File: config.mk
export PLATFORM = sky130hd
export DESIGN_NAME = mac_transform_sequencer_flat
export DESIGN_NICKNAME = d
export VERILOG_FILES = /design/src/rtl/mac_transform_sequencer_pkg.sv /design/src/rtl/mac_transform_sequencer_if.sv /design/src/rtl/mac_transform_sequencer_index_counter_2d.sv /design/src/rtl/mac_transform_sequencer.sv /design/src/flat_wrapper.sv
export SDC_FILE = /design/constraint.sdc
export NUM_CORES = 1
export LEC_CHECK = 0
export ABC_CLOCK_PERIOD_IN_PS = 1600
export CAP_MARGIN = 30
export CORE_AREA = 2 2 65 67
export DETAILED_ROUTE_END_ITERATION = 10
export DIE_AREA = 0 0 67 69
export PLACE_DENSITY_LB_ADDON = 0.1
export SLEW_MARGIN = 30
export SYNTH_ARGS = -nofsm -noshare
export SYNTH_HDL_FRONTEND = slang
export SYNTH_SLANG_ARGS = --single-unit
File: constraint.sdc
create_clock -name Clock -period 1.6 [get_ports Clock]
set_input_delay 0.24 -clock Clock [delete_from_list [all_inputs] [get_ports Clock]]
set_output_delay 0.24 -clock Clock [all_outputs]
set_load 0.03 [all_outputs]
File: src/rtl/mac_transform_sequencer_pkg.sv
// Shared definitions for the MAC transform sequencer.
//   state_t : controller state encoding (3 bits)
//   LAT_W   : width of the read-latency down-counter
//   addr_w  : address width derived from log2 of the block side
package mac_transform_sequencer_pkg;

  typedef enum logic [2:0] {
    IDLE  = 3'd0,
    CLEAR = 3'd1,
    READ  = 3'd2,
    WAIT  = 3'd3,
    ACCUM = 3'd4,
    EMIT  = 3'd5,
    DONE  = 3'd6
  } state_t;

  localparam int unsigned LAT_W = 4;

  function automatic int unsigned addr_w(input int unsigned log2_n);
    return 2 * log2_n;
  endfunction

endpackage

File: src/rtl/mac_transform_sequencer_if.sv
// Handshake/bus bundle between the sequencer and its environment.
//   Inputs to sequencer : Start, Abort, Mode, X_In, Y_In, Out_Ready
//   Outputs             : Busy, Done, u, v, x, y, Read_Enable, Address,
//                         Clear_MAC, Active_MAC, Out_Valid, Out_Address
// master = job issuer / memory / result store side, slave = sequencer.
interface mac_transform_sequencer_if #(
  parameter int unsigned LOG2_N = 3
);
  import mac_transform_sequencer_pkg::*;

  localparam int unsigned ADDR_W = addr_w(LOG2_N);

  logic              Start;
  logic              Abort;
  logic              Mode;
  logic [LOG2_N-1:0] X_In;
  logic [LOG2_N-1:0] Y_In;
  logic              Out_Ready;

  logic              Busy;
  logic              Done;
  logic [LOG2_N-1:0] u;
  logic [LOG2_N-1:0] v;
  logic [LOG2_N-1:0] x;
  logic [LOG2_N-1:0] y;
  logic              Read_Enable;
  logic [ADDR_W-1:0] Address;
  logic              Clear_MAC;
  logic              Active_MAC;
  logic              Out_Valid;
  logic [ADDR_W-1:0] Out_Address;

  modport master (
    output Start, Abort, Mode, X_In, Y_In, Out_Ready,
    input  Busy, Done, u, v, x, y, Read_Enable, Address,
           Clear_MAC, Active_MAC, Out_Valid, Out_Address
  );

  modport slave (
    input  Start, Abort, Mode, X_In, Y_In, Out_Ready,
    output Busy, Done, u, v, x, y, Read_Enable, Address,
           Clear_MAC, Active_MAC, Out_Valid, Out_Address
  );

endinterface

File: src/rtl/mac_transform_sequencer_index_counter_2d.sv
// Two-dimensional index counter (row, col), each LOG2_N bits.
//   clk_i, rst_i       : clock, synchronous active-high reset
//   clear_i            : zero both indices (beats load/inc)
//   load_i             : load row_load_i / col_load_i (beats inc)
//   inc_i              : advance col; on col wrap advance row
//   row_o, col_o       : current indices
//   last_o             : both indices at N-1
module index_counter_2d #(
  parameter int unsigned LOG2_N = 3
) (
  input  logic              clk_i,
  input  logic              rst_i,
  input  logic              clear_i,
  input  logic              load_i,
  input  logic [LOG2_N-1:0] row_load_i,
  input  logic [LOG2_N-1:0] col_load_i,
  input  logic              inc_i,
  output logic [LOG2_N-1:0] row_o,
  output logic [LOG2_N-1:0] col_o,
  output logic              last_o
);

  logic [LOG2_N-1:0] row_q;
  logic [LOG2_N-1:0] col_q;

  always_ff @(posedge clk_i) begin
    if (rst_i || clear_i) begin
      row_q <= '0;
      col_q <= '0;
    end else if (load_i) begin
      row_q <= row_load_i;
      col_q <= col_load_i;
    end else if (inc_i) begin
      if (col_q == '1) begin
        col_q <= '0;
        row_q <= row_q + LOG2_N'(1);
      end else begin
        col_q <= col_q + LOG2_N'(1);
      end
    end
  end

  assign row_o  = row_q;
  assign col_o  = col_q;
  assign last_o = (row_q == '1) && (col_q == '1);

endmodule

File: src/rtl/mac_transform_sequencer.sv
// Controller for the MAC datapath of the block transform. For each output
// coordinate (x,y) it sweeps (u,v) over the NxN block: clear the MAC, then
// per element read memory, wait READ_LATENCY cycles and accumulate; finally
// present the result via Out_Valid/Out_Ready.
//   Clock, Reset : clock, synchronous active-high reset
//   bus          : slave side of mac_transform_sequencer_if
//                  (job control, coordinates, memory/MAC strobes, output)
module mac_transform_sequencer
  import mac_transform_sequencer_pkg::*;
#(
  parameter int unsigned LOG2_N       = 3,
  parameter int unsigned READ_LATENCY = 1
) (
  input  logic                        Clock,
  input  logic                        Reset,
  mac_transform_sequencer_if.slave    bus
);

  localparam logic [LAT_W-1:0] LAT_INIT = LAT_W'(READ_LATENCY - 1);

  state_t            state_q, state_d;
  logic              mode_q;
  logic [LAT_W-1:0]  lat_q;
  logic              busy_q, done_q, clr_q, rd_q, acc_q, ov_q;

  logic [LOG2_N-1:0] u_w, v_w, x_w, y_w;
  logic              uv_last, xy_last;
  logic              start_go, emit_hs, job_last;
  logic              uv_clear, uv_inc, xy_clear, xy_load, xy_inc;

  assign start_go = (state_q == IDLE) && bus.Start;
  assign emit_hs  = (state_q == EMIT) && bus.Out_Ready;
  assign job_last = mode_q || xy_last;

  // Abort rides on the counters' clear input, which outranks load/inc.
  assign uv_clear = bus.Abort || start_go || (emit_hs && !job_last);
  assign uv_inc   = (state_q == ACCUM) && !uv_last;
  assign xy_clear = bus.Abort || (start_go && !bus.Mode);
  assign xy_load  = start_go && bus.Mode;
  assign xy_inc   = emit_hs && !job_last;

  index_counter_2d #(.LOG2_N(LOG2_N)) u_uv_cnt (
    .clk_i      (Clock),
    .rst_i      (Reset),
    .clear_i    (uv_clear),
    .load_i     (1'b0),
    .row_load_i ('0),
    .col_load_i ('0),
    .inc_i      (uv_inc),
    .row_o      (u_w),
    .col_o      (v_w),
    .last_o     (uv_last)
  );

  index_counter_2d #(.LOG2_N(LOG2_N)) u_xy_cnt (
    .clk_i      (Clock),
    .rst_i      (Reset),
    .clear_i    (xy_clear),
    .load_i     (xy_load),
    .row_load_i (bus.X_In),
    .col_load_i (bus.Y_In),
    .inc_i      (xy_inc),
    .row_o      (x_w),
    .col_o      (y_w),
    .last_o     (xy_last)
  );

  always_comb begin
    state_d = state_q;
    if (bus.Abort) begin
      state_d = IDLE;
    end else begin
      case (state_q)
        IDLE:    if (bus.Start) state_d = CLEAR;
        CLEAR:   state_d = READ;
        READ:    state_d = WAIT;
        WAIT:    if (lat_q == '0) state_d = ACCUM;
        ACCUM:   state_d = uv_last ? EMIT : READ;
        EMIT:    if (bus.Out_Ready) state_d = job_last ? DONE : CLEAR;
        DONE:    state_d = IDLE;
        default: state_d = IDLE;
      endcase
    end
  end

  // Strobes are registered from the next state, so each one is high
  // exactly while the state register holds the matching state.
  always_ff @(posedge Clock) begin
    if (Reset) begin
      state_q <= IDLE;
      mode_q  <= 1'b0;
      lat_q   <= '0;
      busy_q  <= 1'b0;
      done_q  <= 1'b0;
      clr_q   <= 1'b0;
      rd_q    <= 1'b0;
      acc_q   <= 1'b0;
      ov_q    <= 1'b0;
    end else begin
      state_q <= state_d;
      if (start_go) mode_q <= bus.Mode;
      if (bus.Abort)               lat_q <= '0;
      else if (state_q == READ)    lat_q <= LAT_INIT;
      else if (state_q == WAIT && lat_q != '0) lat_q <= lat_q - LAT_W'(1);
      busy_q <= (state_d != IDLE);
      done_q <= (state_d == DONE);
      clr_q  <= (state_d == CLEAR);
      rd_q   <= (state_d == READ);
      acc_q  <= (state_d == ACCUM);
      ov_q   <= (state_d == EMIT);
    end
  end

  assign bus.Busy        = busy_q;
  assign bus.Done        = done_q;
  assign bus.Clear_MAC   = clr_q;
  assign bus.Read_Enable = rd_q;
  assign bus.Active_MAC  = acc_q;
  assign bus.Out_Valid   = ov_q;
  assign bus.u           = u_w;
  assign bus.v           = v_w;
  assign bus.x           = x_w;
  assign bus.y           = y_w;
  assign bus.Address     = {u_w, v_w};
  assign bus.Out_Address = {x_w, y_w};

endmodule
File: src/flat_wrapper.sv
// flat-port wrapper written by rule: the top's interface ports become plain ports
module mac_transform_sequencer_flat import mac_transform_sequencer_pkg::*;
#(
  parameter int unsigned LOG2_N       = 3,
  parameter int unsigned READ_LATENCY = 1
)
  (Clock, Reset, bus_Start, bus_Abort, bus_Mode, bus_X_In, bus_Y_In, bus_Out_Ready, bus_Busy, bus_Done, bus_u, bus_v, bus_x, bus_y, bus_Read_Enable, bus_Address, bus_Clear_MAC, bus_Active_MAC, bus_Out_Valid, bus_Out_Address);
  mac_transform_sequencer_if #(.LOG2_N(LOG2_N)) bus_i ();
  input  logic Clock;
  input  logic Reset;
  input wire logic [$bits(bus_i.Start)-1:0] bus_Start;
  input wire logic [$bits(bus_i.Abort)-1:0] bus_Abort;
  input wire logic [$bits(bus_i.Mode)-1:0] bus_Mode;
  input wire logic [$bits(bus_i.X_In)-1:0] bus_X_In;
  input wire logic [$bits(bus_i.Y_In)-1:0] bus_Y_In;
  input wire logic [$bits(bus_i.Out_Ready)-1:0] bus_Out_Ready;
  output wire logic [$bits(bus_i.Busy)-1:0] bus_Busy;
  output wire logic [$bits(bus_i.Done)-1:0] bus_Done;
  output wire logic [$bits(bus_i.u)-1:0] bus_u;
  output wire logic [$bits(bus_i.v)-1:0] bus_v;
  output wire logic [$bits(bus_i.x)-1:0] bus_x;
  output wire logic [$bits(bus_i.y)-1:0] bus_y;
  output wire logic [$bits(bus_i.Read_Enable)-1:0] bus_Read_Enable;
  output wire logic [$bits(bus_i.Address)-1:0] bus_Address;
  output wire logic [$bits(bus_i.Clear_MAC)-1:0] bus_Clear_MAC;
  output wire logic [$bits(bus_i.Active_MAC)-1:0] bus_Active_MAC;
  output wire logic [$bits(bus_i.Out_Valid)-1:0] bus_Out_Valid;
  output wire logic [$bits(bus_i.Out_Address)-1:0] bus_Out_Address;
  assign bus_i.Start = bus_Start;
  assign bus_i.Abort = bus_Abort;
  assign bus_i.Mode = bus_Mode;
  assign bus_i.X_In = bus_X_In;
  assign bus_i.Y_In = bus_Y_In;
  assign bus_i.Out_Ready = bus_Out_Ready;
  assign bus_Busy = bus_i.Busy;
  assign bus_Done = bus_i.Done;
  assign bus_u = bus_i.u;
  assign bus_v = bus_i.v;
  assign bus_x = bus_i.x;
  assign bus_y = bus_i.y;
  assign bus_Read_Enable = bus_i.Read_Enable;
  assign bus_Address = bus_i.Address;
  assign bus_Clear_MAC = bus_i.Clear_MAC;
  assign bus_Active_MAC = bus_i.Active_MAC;
  assign bus_Out_Valid = bus_i.Out_Valid;
  assign bus_Out_Address = bus_i.Out_Address;
  mac_transform_sequencer #(.LOG2_N(LOG2_N), .READ_LATENCY(READ_LATENCY)) u_core (.Clock(Clock), .Reset(Reset), .bus(bus_i));
endmodule
==> flow_summary.yaml, run 1 <==
timing:
  fin_hold_ws_ns: 0.475
  finalSetupViolations: 2
  rsz0062_at_grt: "true"
  final.setup.worst_slack_ns: -0.0531
  setup-tns-final_ns: -0.0542
  tightestPinTransition_ns: 0.484
  fin_crit_ns: 1.65
  hold_viol_final: 0
  slew_violations: 0
  slew_headroom_pct: 67.4
  fin_crit_sh_pct: 103
  timing.fmax_mhz: 605
  skew_ns: 0.00713
floorplanning:
  rows: 23
  die_height_um: 69
  dieArea_mm2: 0.00462
  core_mm2: 0.00391
  io_pins: 42
  die_w_um: 67
  initial_core_util_pct: 38.6
placement:
  dpl.hpwl_um: 2750
  io_buffers: 41
  place.gp.congestion: 0.834
  pre_cts_ws_ns: -0.220
  placed_cells: 255
  post_dp_cell_area_mm2: 0.00219
power_and_ir_drop:
  peakVddDrop_mv: 0.302
  clock_power_share_pct: 36.4
  swShare_pct: 24.5
  p_seq_share_pct: 48.5
  p_sw_mw: 0.330
  p_int_mw: 1.02
  powerDensity_mw_per_mm2: 553
  combPwrFrac_pct: 15.2
  power_leakage_nw: 1.14
detailed_routing:
  dr.pass1.iters: 4
  drc: 0
  via_per_inst: 5.04
  ant_nets: 0
  drtIter0Drc: 39
  wire_per_inst_um: 13.8
  routed_wl_um: 3650
  num_vias: 1331
clocking:
  clock-root-buffer: "clkbuf_8"
  cts_inserted_buffers: 3
  cts_tree: "built"
  cts_sinks: 26
  h-tree-depth: 1
  insertion_delay_ns: 0.27
  clk_path_buf_depth: 2
  clkTransAtPathRegs_ns: 0.10
setup_path:
  worstPathRequired_ns: 1.79
  startpoint_type: "flop"
  crit_path_end_kind: "flop"
  r2r_setup_slack_ns: -0.05
  worst-r2r-cell-count: 6
  r2r-end: "u_core.bus.Done"
  crit_type: "flop to flop"
  reg2reg_from: "u_core.u_xy_cnt.row_o[0]"
  arrival_ns: 1.84
  worstPathMaxFanout: 4
yosys:
  yosys.area_share.simple_pct: 25.3
  synth_fa_ha_area_share_pct: 7.46
  synth_most_common_cell: "dfxtp_1"
  synth_mux_area_share_pct: 4.98
  synth.net_count: 174
  syn_area_per_cell_um2: 9.86
  yosys.area.top_type: "dfxtp_1"
  async_flop_share_pct: 0
  synth_xor_xnor_area_share_pct: 2.90
  synth_top_family_by_area: "simple AND/OR/NAND/NOR gates"
  synth_common_cells: "26 x dfxtp_1, 18 x nor2_1, 12 x buf_4"
  synth_top_cell_area_share_pct: 34.5
  synth_compound_area_share_pct: 15.3
  ys_seq_area_share_pct: 34.5
  synth_edf_count: 0
  ys.flop_type: "dfxtp_1"
  synthCells: 153
  yosys_warnings: 0
  ys_seq_elements: 26
  ys_types: 44
  syn_area_mm2: 0.00151
  ys_top_cells_by_area: "dfxtp_1 34%, ha_1 7.5%, buf_4 6.0%"
global_routing:
  grtUsageTotal_pct: 16.6
  grt_pass1_wl_um: 6020
  grt_pass1_vias: 1340
  antenna_found_initial: 0
  gr-total-overflow: 0
  grt_max_degree: 16
finish:
  nets: 236
  num_antenna_cells: 0
  syn_to_final_growth_pct: 61.2
  stdcell_area_mm2: 0.00243
  drive_gt1_share_pct: 42.5
  layout.cells.non_filler: 264
  num-fill-cells: 338
worst_hold_path:
  whs_path_depth: 2
  hold_end: "u_core.mode_q"
  min_from: "u_core.mode_q"
  hp-class: "flop to flop"
status:
  status: "complete, but fails checks"
  violations: "setup timing"
job:
  drv_cap: 0
-- cell families after synthesis --
group	after synthesis
AO/OA/AOI/OAI	26
AND/OR/NAND/NOR	59
multiplexers	7
XOR/XNOR	5
adder cells (fa/ha/maj)	9
buffers and inverters	21
flip-flops	26
-- layout by cell type (no fill, tap or decap), types with 2 or more instances in the layout --
cell,count
nand3b_1,2
inv_1,3
clkdlybuf4s50_1,17
or3b_4,2
a211oi_1,4
and4_1,2
nor2_1,17
a21oi_2,2
nor4b_4,2
dlygate4sd2_1,16
ha_4,9
nand3_1,5
dfxtp_1,10
xnor2_1,2
nor4_2,2
a21oi_1,5
nor3b_4,2
inv_2,2
xor2_1,3
clkbuf_8,3
buf_4,31
a211oi_2,3
nor3_1,3
mux2i_1,5
dlymetal6s2s_1,8
nor4_1,2
dfxtp_2,6
nand2b_1,2
nand2_1,7
dfxtp_4,10
-- state kept, by name, summed over array words and instances, names as in the netlist --
signal and flops:
u_core.u_xy_cnt.col_o 3, u_core.u_uv_cnt.col_o 3, u_core.u_xy_cnt.row_o 3, u_core.bus.Out_Valid 1, u_core.u_uv_cnt.row_o 3, u_core.bus.Done 1
u_core.bus.Clear_MAC 1, u_core.bus.Busy 1, u_core.lat_q 4, u_core.bus.Active_MAC 1, u_core.mode_q 1, u_core.bus.Read_Enable 1
u_core.state_q 3
-- layout make-up --
class | instances | area, µm² | share of cell area, %
inverter | 5 | 18.8 | 0.772
tap | 50 | 62.6 | 2.57
timing repair buffer | 73 | 654 | 26.9
multi-input combinational | 106 | 1060 | 43.8
sequential | 26 | 566 | 23.3
clock buffer | 4 | 66.3 | 2.73
-- critical path: stages (launching register included) --
cell and delay, ns:
dfxtp_4 0.37, ha_4 0.13, ha_4 0.15, nand2_4 0.06, nor3b_4 0.17, a2111o_1 0.40
nor4_1 0.27
-- worst max path at each step --
stage	start	endpoint	slack [ns]	depth (start not counted)
2_1_floorplan	u_core.u_uv_cnt.col_o[1]	u_core.bus.Out_Valid	-0.01	6
3_3_place_gp	bus_Out_Ready	u_core.u_xy_cnt.row_o[1]	-0.17	5
3_5_place_dp	bus_Out_Ready	u_core.u_uv_cnt.row_o[0]	-0.22	5
4_1_cts	u_core.lat_q[0]	u_core.bus.Done	-0.04	6
5_1_grt	u_core.u_xy_cnt.row_o[0]	u_core.bus.Done	-0.12	6
6_report	u_core.u_xy_cnt.row_o[0]	u_core.bus.Done	-0.05	6
-- timing repair --
| item | in CTS | in global routing |
|---|---|---|
| pin swaps | 2 | 13 |
| setup buffers | 1 | 4 |
| hold buffers | 0 | 0 |
| endpoints found under the setup margin | 34 | 29 |
| gates resized for setup | 24 | 29 |
| endpoints found under the hold margin | 0 | 0 |
-- power by group through the flow --
stage	clock, mW	combinational, mW	sequential, mW
floorplan	0	0.0905	0.682
global placement	0	0.182	0.670
detailed placement	0	0.187	0.670
CTS	0.501	0.187	0.656
global route	0.531	0.221	0.654
finish	0.490	0.204	0.652
-- metal layers --
| layer | global-route usage, % | part of all wire (%) | up-vias |
|---|---|---|---|
| met3 | 1.79 | 5.2 | 4 |
| met5 | 0 | 0 | - |
| met4 | 6.80 | 1.6 | 0 |
| met2 | 28.4 | 52 | 34 |
| li1 | - | - | 669 |
| met1 | 20.5 | 42 | 624 |
-- stage by stage --
step | total power [mW] | utilization (%)
after global placement | 0.853 | 56.0
after detailed placement | 0.857 | 56.0
final | 1.35 | 62.1
after global routing | 1.41 | 62.1
after CTS | 1.34 | 58.2
after floorplan | 0.773 | -
No activity file was read; power rests on OpenSTA's default activity.
==> run 2: changes to the inputs <==
Settings changed: CAP_MARGIN 30 to default, REMOVE_ABC_BUFFERS from default to 1.
==> run 2 against run 1 <==
Effect of this change:
- the run still ends with setup timing left
- worst hold slack lost 0.0014 ns
- count of clock-buffer cells in the layout fell by 1
- global-route usage rose by 0.50 points
- setup slack gained 0.010 ns
- fmax rose by 0.62%
- routed wire length rose by 5.4%
- sequential cell count did not move
- critical endpoint is now u_core.state_q[0]
- largest cell class unchanged
- largest power group unchanged
- highest routed layer unchanged
==> flow_summary.yaml, run 2 (synthesis gave the netlist of run 1 again) <==
floorplanning:
  io_pins: 42
  dieArea_mm2: 0.00462
  rows: 23
  initial_core_util_pct: 38.6
  core_mm2: 0.00391
  die_w_um: 67
  die_height_um: 69
finish:
  utilization_pct: 63.5
  nets: 249
  top_register: "u_core.lat_q"
  num_antenna_cells: 0
  drive_gt1_share_pct: 45.1
  final_cell_mix: "40 x buf_4, 25 x dlygate4sd2_1, 16 x nor2_1, 16 x clkdlybuf4s50_1, 14 x dfxtp_1"
  multi_input_area_mm2: 0.00109
  layout_commonest_cell: "buf_4"
  largest_reg_flops: 4
  seq_area_um2: 538
  num-fill-cells: 345
  syn_to_final_growth_pct: 64.6
  layout.cells.non_filler: 276
clocking:
  cts_tree: "built"
  h-tree-depth: 1
  clkTransAtPathRegs_ns: 0.08
  cts_sinks: 26
  clock-root-buffer: "clkbuf_8"
  clk_path_buf_depth: 2
  hold_buffers: 0
  cts_inserted_buffers: 3
  insertion_delay_ns: 0.26
setup_path:
  startpoint_type: "flop"
  worstPathMaxFanout: 3
  reg2reg_from: "u_core.lat_q[1]"
  crit_path_cell_trace: "inv_2 -> ha_4 -> nor3b_4 -> a21oi_4 -> buf_6 -> a2111oi_4 -> buf_4 -> nor3_1"
  slowest_delay_ns: 0.33
  critPathLaunch: "u_core.lat_q[1]"
  arrival_ns: 1.80
  crit_type: "flop to flop"
  cpMaxStageDelayCell: "dfxtp_2"
  worstPathRequired_ns: 1.75
  crit_path_end_kind: "flop"
detailed_routing:
  routed_wl_um: 3850
  num_vias: 1369
  drc: 0
  wire_per_inst_um: 13.9
  drtIter0Drc: 58
  ant_nets: 0
  via_per_inst: 4.96
  dr.pass1.iters: 4
timing:
  fin_crit_ns: 1.64
  slew_violations: 0
  final.setup.worst_slack_ns: -0.0429
  fin_crit_sh_pct: 103
  timing.fmax_mhz: 609
  hold_viol_final: 0
  finalSetupViolations: 8
  rsz0062_at_grt: "true"
  skew_ns: 0.00144
  tightestPinTransition_ns: 0.460
  setup-tns-final_ns: -0.203
  slew_headroom_pct: 69.0
worst_hold_path:
  min_from: "u_core.mode_q"
  hp-class: "flop to flop"
status:
  status: "complete, but fails checks"
  violations: "setup timing"
global_routing:
  antenna_found_initial: 0
  grt_max_degree: 14
  gr-total-overflow: 0
  grt_pass1_wl_um: 6240
  grtUsageTotal_pct: 17.1
  grt_pass1_vias: 1384
placement:
  placed_cells: 264
  place.gp.congestion: 0.830
  dpl.hpwl_um: 2730
  pre_cts_ws_ns: -0.332
  io_buffers: 41
power_and_ir_drop:
  power_leakage_nw: 1.09
  peakVddDrop_mv: 0.285
  powerDensity_mw_per_mm2: 499
  finalPower_mw: 1.24
job:
  drv_cap: 0
## run 2: final timing paths
check | to | slack (ns) | cells past startpoint
worst max-delay path | u_core.state_q[0] | -0.04 | 8
worst min-delay path | u_core.mode_q | 0.47 | 2
worst max register to register | u_core.state_q[0] | -0.04 | 8
worst min register to register | u_core.mode_q | 0.47 | 2
## run 2: worst max-delay path: cells and delay by family, from the launching register on
kind,cells,cell delay [ns]
buf+inv,3,0.38
flops,1,0.33
simple gates,2,0.28
fa+ha+maj,1,0.14
compound gates,2,0.42
## run 2: timing repair
| item | CTS | global route |
|---|---|---|
| buffers inserted | 3 | 7 |
| pin swaps | 14 | 9 |
| gates resized for setup | 70 | 19 |
| endpoints found under the setup margin | 45 | 20 |
## run 2: layer usage
metal | part of all wire, % | vias to the layer above | track usage, %
met5 | 0 | - | 0
met3 | 3.6 | 2 | 2.61
met4 | 0.70 | 0 | 5.44
li1 | - | 694 | -
met1 | 42 | 648 | 20.7
met2 | 53 | 25 | 29.9
## run 2: area by class of cell
| type | instances | area share, % |
|---|---|---|
| Clock buffer | 3 | 1.66 |
| Inverter | 5 | 0.756 |
| Multi-Input combinational cell | 106 | 43.8 |
| Sequential cell | 26 | 21.7 |
| Tap cell | 50 | 2.52 |
| Timing Repair Buffer | 86 | 29.6 |
## run 2: where the power goes
part | switching [mW] | total (mW) | internal, mW
Combinational | 0.106 | 0.209 | 0.104
Sequential | 0.0138 | 0.670 | 0.657
Clock | 0.192 | 0.360 | 0.168
## run 2: stage by stage
step                cell area [µm²]  hold WS [ns]
finish                         2480         0.473
global route                   2480         0.506
CTS                            2340         0.477
detailed placement             2130         0.463
global placement               2130         0.452
floorplan                      1380         0.309
==> run 3: changes to the inputs <==
Settings changed: CORE_AREA 2 2 65 67 to 2 2 63 65, DIE_AREA 0 0 67 69 to 0 0 65 67.
==> run 3 against run 2 <==
Effect of this change:
- the flow still finishes with violations (setup timing)
- core utilization rose by 6.9 points
- die area fell by 5.8%
- global-route usage rose by 2.0 points
- non-clock buffer count fell by 1
- cell count fell by 0.72%
- count of clock-buffer cells in the layout did not move
- routed wire length rose by 5.5%
- total power rose by 15%
- first-iteration DRC count fell by 36%
- via count rose by 2.0%
- critical endpoint is now u_core.bus.Clear_MAC
- highest routed layer unchanged
==> flow_summary.yaml, run 3 (synthesis gave the netlist of run 1 again) <==
floorplanning:
  die_w_um: 65
  dieArea_mm2: 0.00436
  core_mm2: 0.00361
  die_height_um: 67
  io_pins: 42
  initial_core_util_pct: 41.8
  rows: 22
placement:
  pre_cts_ws_ns: -0.312
  dpl.hpwl_um: 2820
  placed_cells: 261
  io_buffers: 41
  place.gp.congestion: 0.855
  post_dp_cell_area_mm2: 0.00212
timing:
  fin_crit_ns: 1.69
  setup-tns-final_ns: -0.399
  finalSetupViolations: 8
  rsz0062_at_grt: "true"
  tightestPinTransition_ns: 0.476
  final.setup.worst_slack_ns: -0.0855
  hold_viol_final: 0
  slew_violations: 0
  fin_crit_sh_pct: 105
  skew_ns: 0.00586
  slew_headroom_pct: 67.9
  timing.fmax_mhz: 593
job:
  drv_cap: 0
power_and_ir_drop:
  peakVddDrop_mv: 0.522
  powerDensity_mw_per_mm2: 563
  finalPower_mw: 1.43
  power_leakage_nw: 1.12
setup_path:
  crit_path_end_kind: "flop"
  cpMaxStageDelayCell: "dfxtp_2"
  arrival_ns: 1.91
  crit_top_cell: "buf_6"
  r2r_setup_slack_ns: -0.09
  worstPathRequired_ns: 1.82
  crit_path_cell_trace: "inv_2 -> ha_4 -> nor3b_4 -> a21oi_2 -> buf_6 -> buf_12 -> a221oi_4 -> buf_6 -> and4_1"
  worst-r2r-cell-count: 9
  slowest_delay_ns: 0.33
  cp_top_family: "buffers and inverters"
  r2r-end: "u_core.bus.Clear_MAC"
  crit_type: "flop to flop"
  worstPathMaxFanout: 4
  reg2reg_from: "u_core.lat_q[1]"
  worstPathBufferInverterCount: 4
  startpoint_type: "flop"
status:
  status: "complete, but fails checks"
  violations: "setup timing"
global_routing:
  grtUsageTotal_pct: 19.1
  grt_max_degree: 16
  antenna_found_initial: 0
  gr-total-overflow: 0
  grt_pass1_wl_um: 6400
  grt_pass1_vias: 1445
finish:
  layout.cells.non_filler: 274
  layout_commonest_cell: "buf_4"
  largest_reg_flops: 4
  top_register: "u_core.lat_q"
  syn_to_final_growth_pct: 68.2
  num-fill-cells: 293
  final_cell_mix: "37 x buf_4, 25 x dlygate4sd2_1, 17 x nor2_1"
  stdcell_area_mm2: 0.00254
  drive_gt1_share_pct: 46.9
  nets: 248
  num_antenna_cells: 0
clocking:
  cts_inserted_buffers: 3
  clock-root-buffer: "clkbuf_8"
  cts_sinks: 26
  clkTransAtPathRegs_ns: 0.10
  h-tree-depth: 1
  clk_path_buf_depth: 2
  hold_buffers: 0
  cts_tree: "built"
  insertion_delay_ns: 0.27
detailed_routing:
  wire_per_inst_um: 14.8
  via_per_inst: 5.10
  routed_wl_um: 4060
  ant_nets: 0
  dr.pass1.iters: 4
  drtIter0Drc: 37
  num_vias: 1397
  drc: 0
worst_hold_path:
  whs_path_depth: 2
  min_from: "u_core.mode_q"
  hold_end: "u_core.mode_q"
  hp-class: "flop to flop"
-- run 3: changes by cell type in the layout (fill, tap and decap cells not counted), moves of 2 or more --
cell / delta
buf_4: -3
nor4_2: +4
a21oi_2: +2
nor4_4: -3
-- run 3: report_power, final --
group | switching (mW) | total (mW) | internal, mW
clock | 0.215 | 0.550 | 0.335
combinational | 0.108 | 0.210 | 0.102
sequential | 0.0123 | 0.669 | 0.657
-- run 3: worst register-to-register path, delay by kind of cell, from the launching register on --
kind / cells / cell delay [ns]
AO/OA/AOI/OAI: 2 / 0.33
adder cells (fa/ha/maj): 1 / 0.13
buffers and inverters: 4 / 0.48
flip-flops: 1 / 0.33
AND/OR/NAND/NOR: 2 / 0.36
-- run 3: how the worst max path moves through the flow --
stage | from | cells past startpoint | end
floorplan | u_core.u_uv_cnt.col_o[0] | 6 | u_core.bus.Clear_MAC
global placement | bus_Out_Ready | 4 | u_core.bus.Done
detailed placement | bus_Out_Ready | 4 | u_core.bus.Done
CTS | u_core.u_uv_cnt.col_o[0] | 7 | u_core.bus.Clear_MAC
global route | u_core.lat_q[1] | 8 | u_core.bus.Read_Enable
finish | u_core.lat_q[1] | 9 | u_core.bus.Clear_MAC
-- run 3: per-layer routing --
metal  up-vias  GRT usage [%]  wire (µm)
met4         0           5.32         53
met2        39           37.2       2170
li1        688              -          -
met1       664           20.9       1660
met5         -              0          0
met3         6           3.38        172
-- run 3: final cells by class --
cell class | instances | area, µm² | area share (%)
clock buffer | 3 | 41.3 | 1.63
clock inverter | 1 | 30.0 | 1.18
inverter | 5 | 18.8 | 0.740
multi-input combinational | 106 | 1100 | 43.5
sequential | 26 | 539 | 21.3
tap | 48 | 60.1 | 2.37
timing repair buffer | 85 | 744 | 29.3
-- run 3: repair_timing --
item,CTS,global route
resized for setup,75,17
setup endpoints to repair,45,20
endpoints found under the hold margin,0,0
cloned,0,0
buffers inserted,3,7
pin swaps,16,9
-- run 3: through the flow --
stage	hold slack [ns]	util, %
detailed placement	0.459	58.7
global route	0.518	70.4
floorplan	0.309	-
finish	0.493	70.4
CTS	0.495	65.7
global placement	0.457	58.7
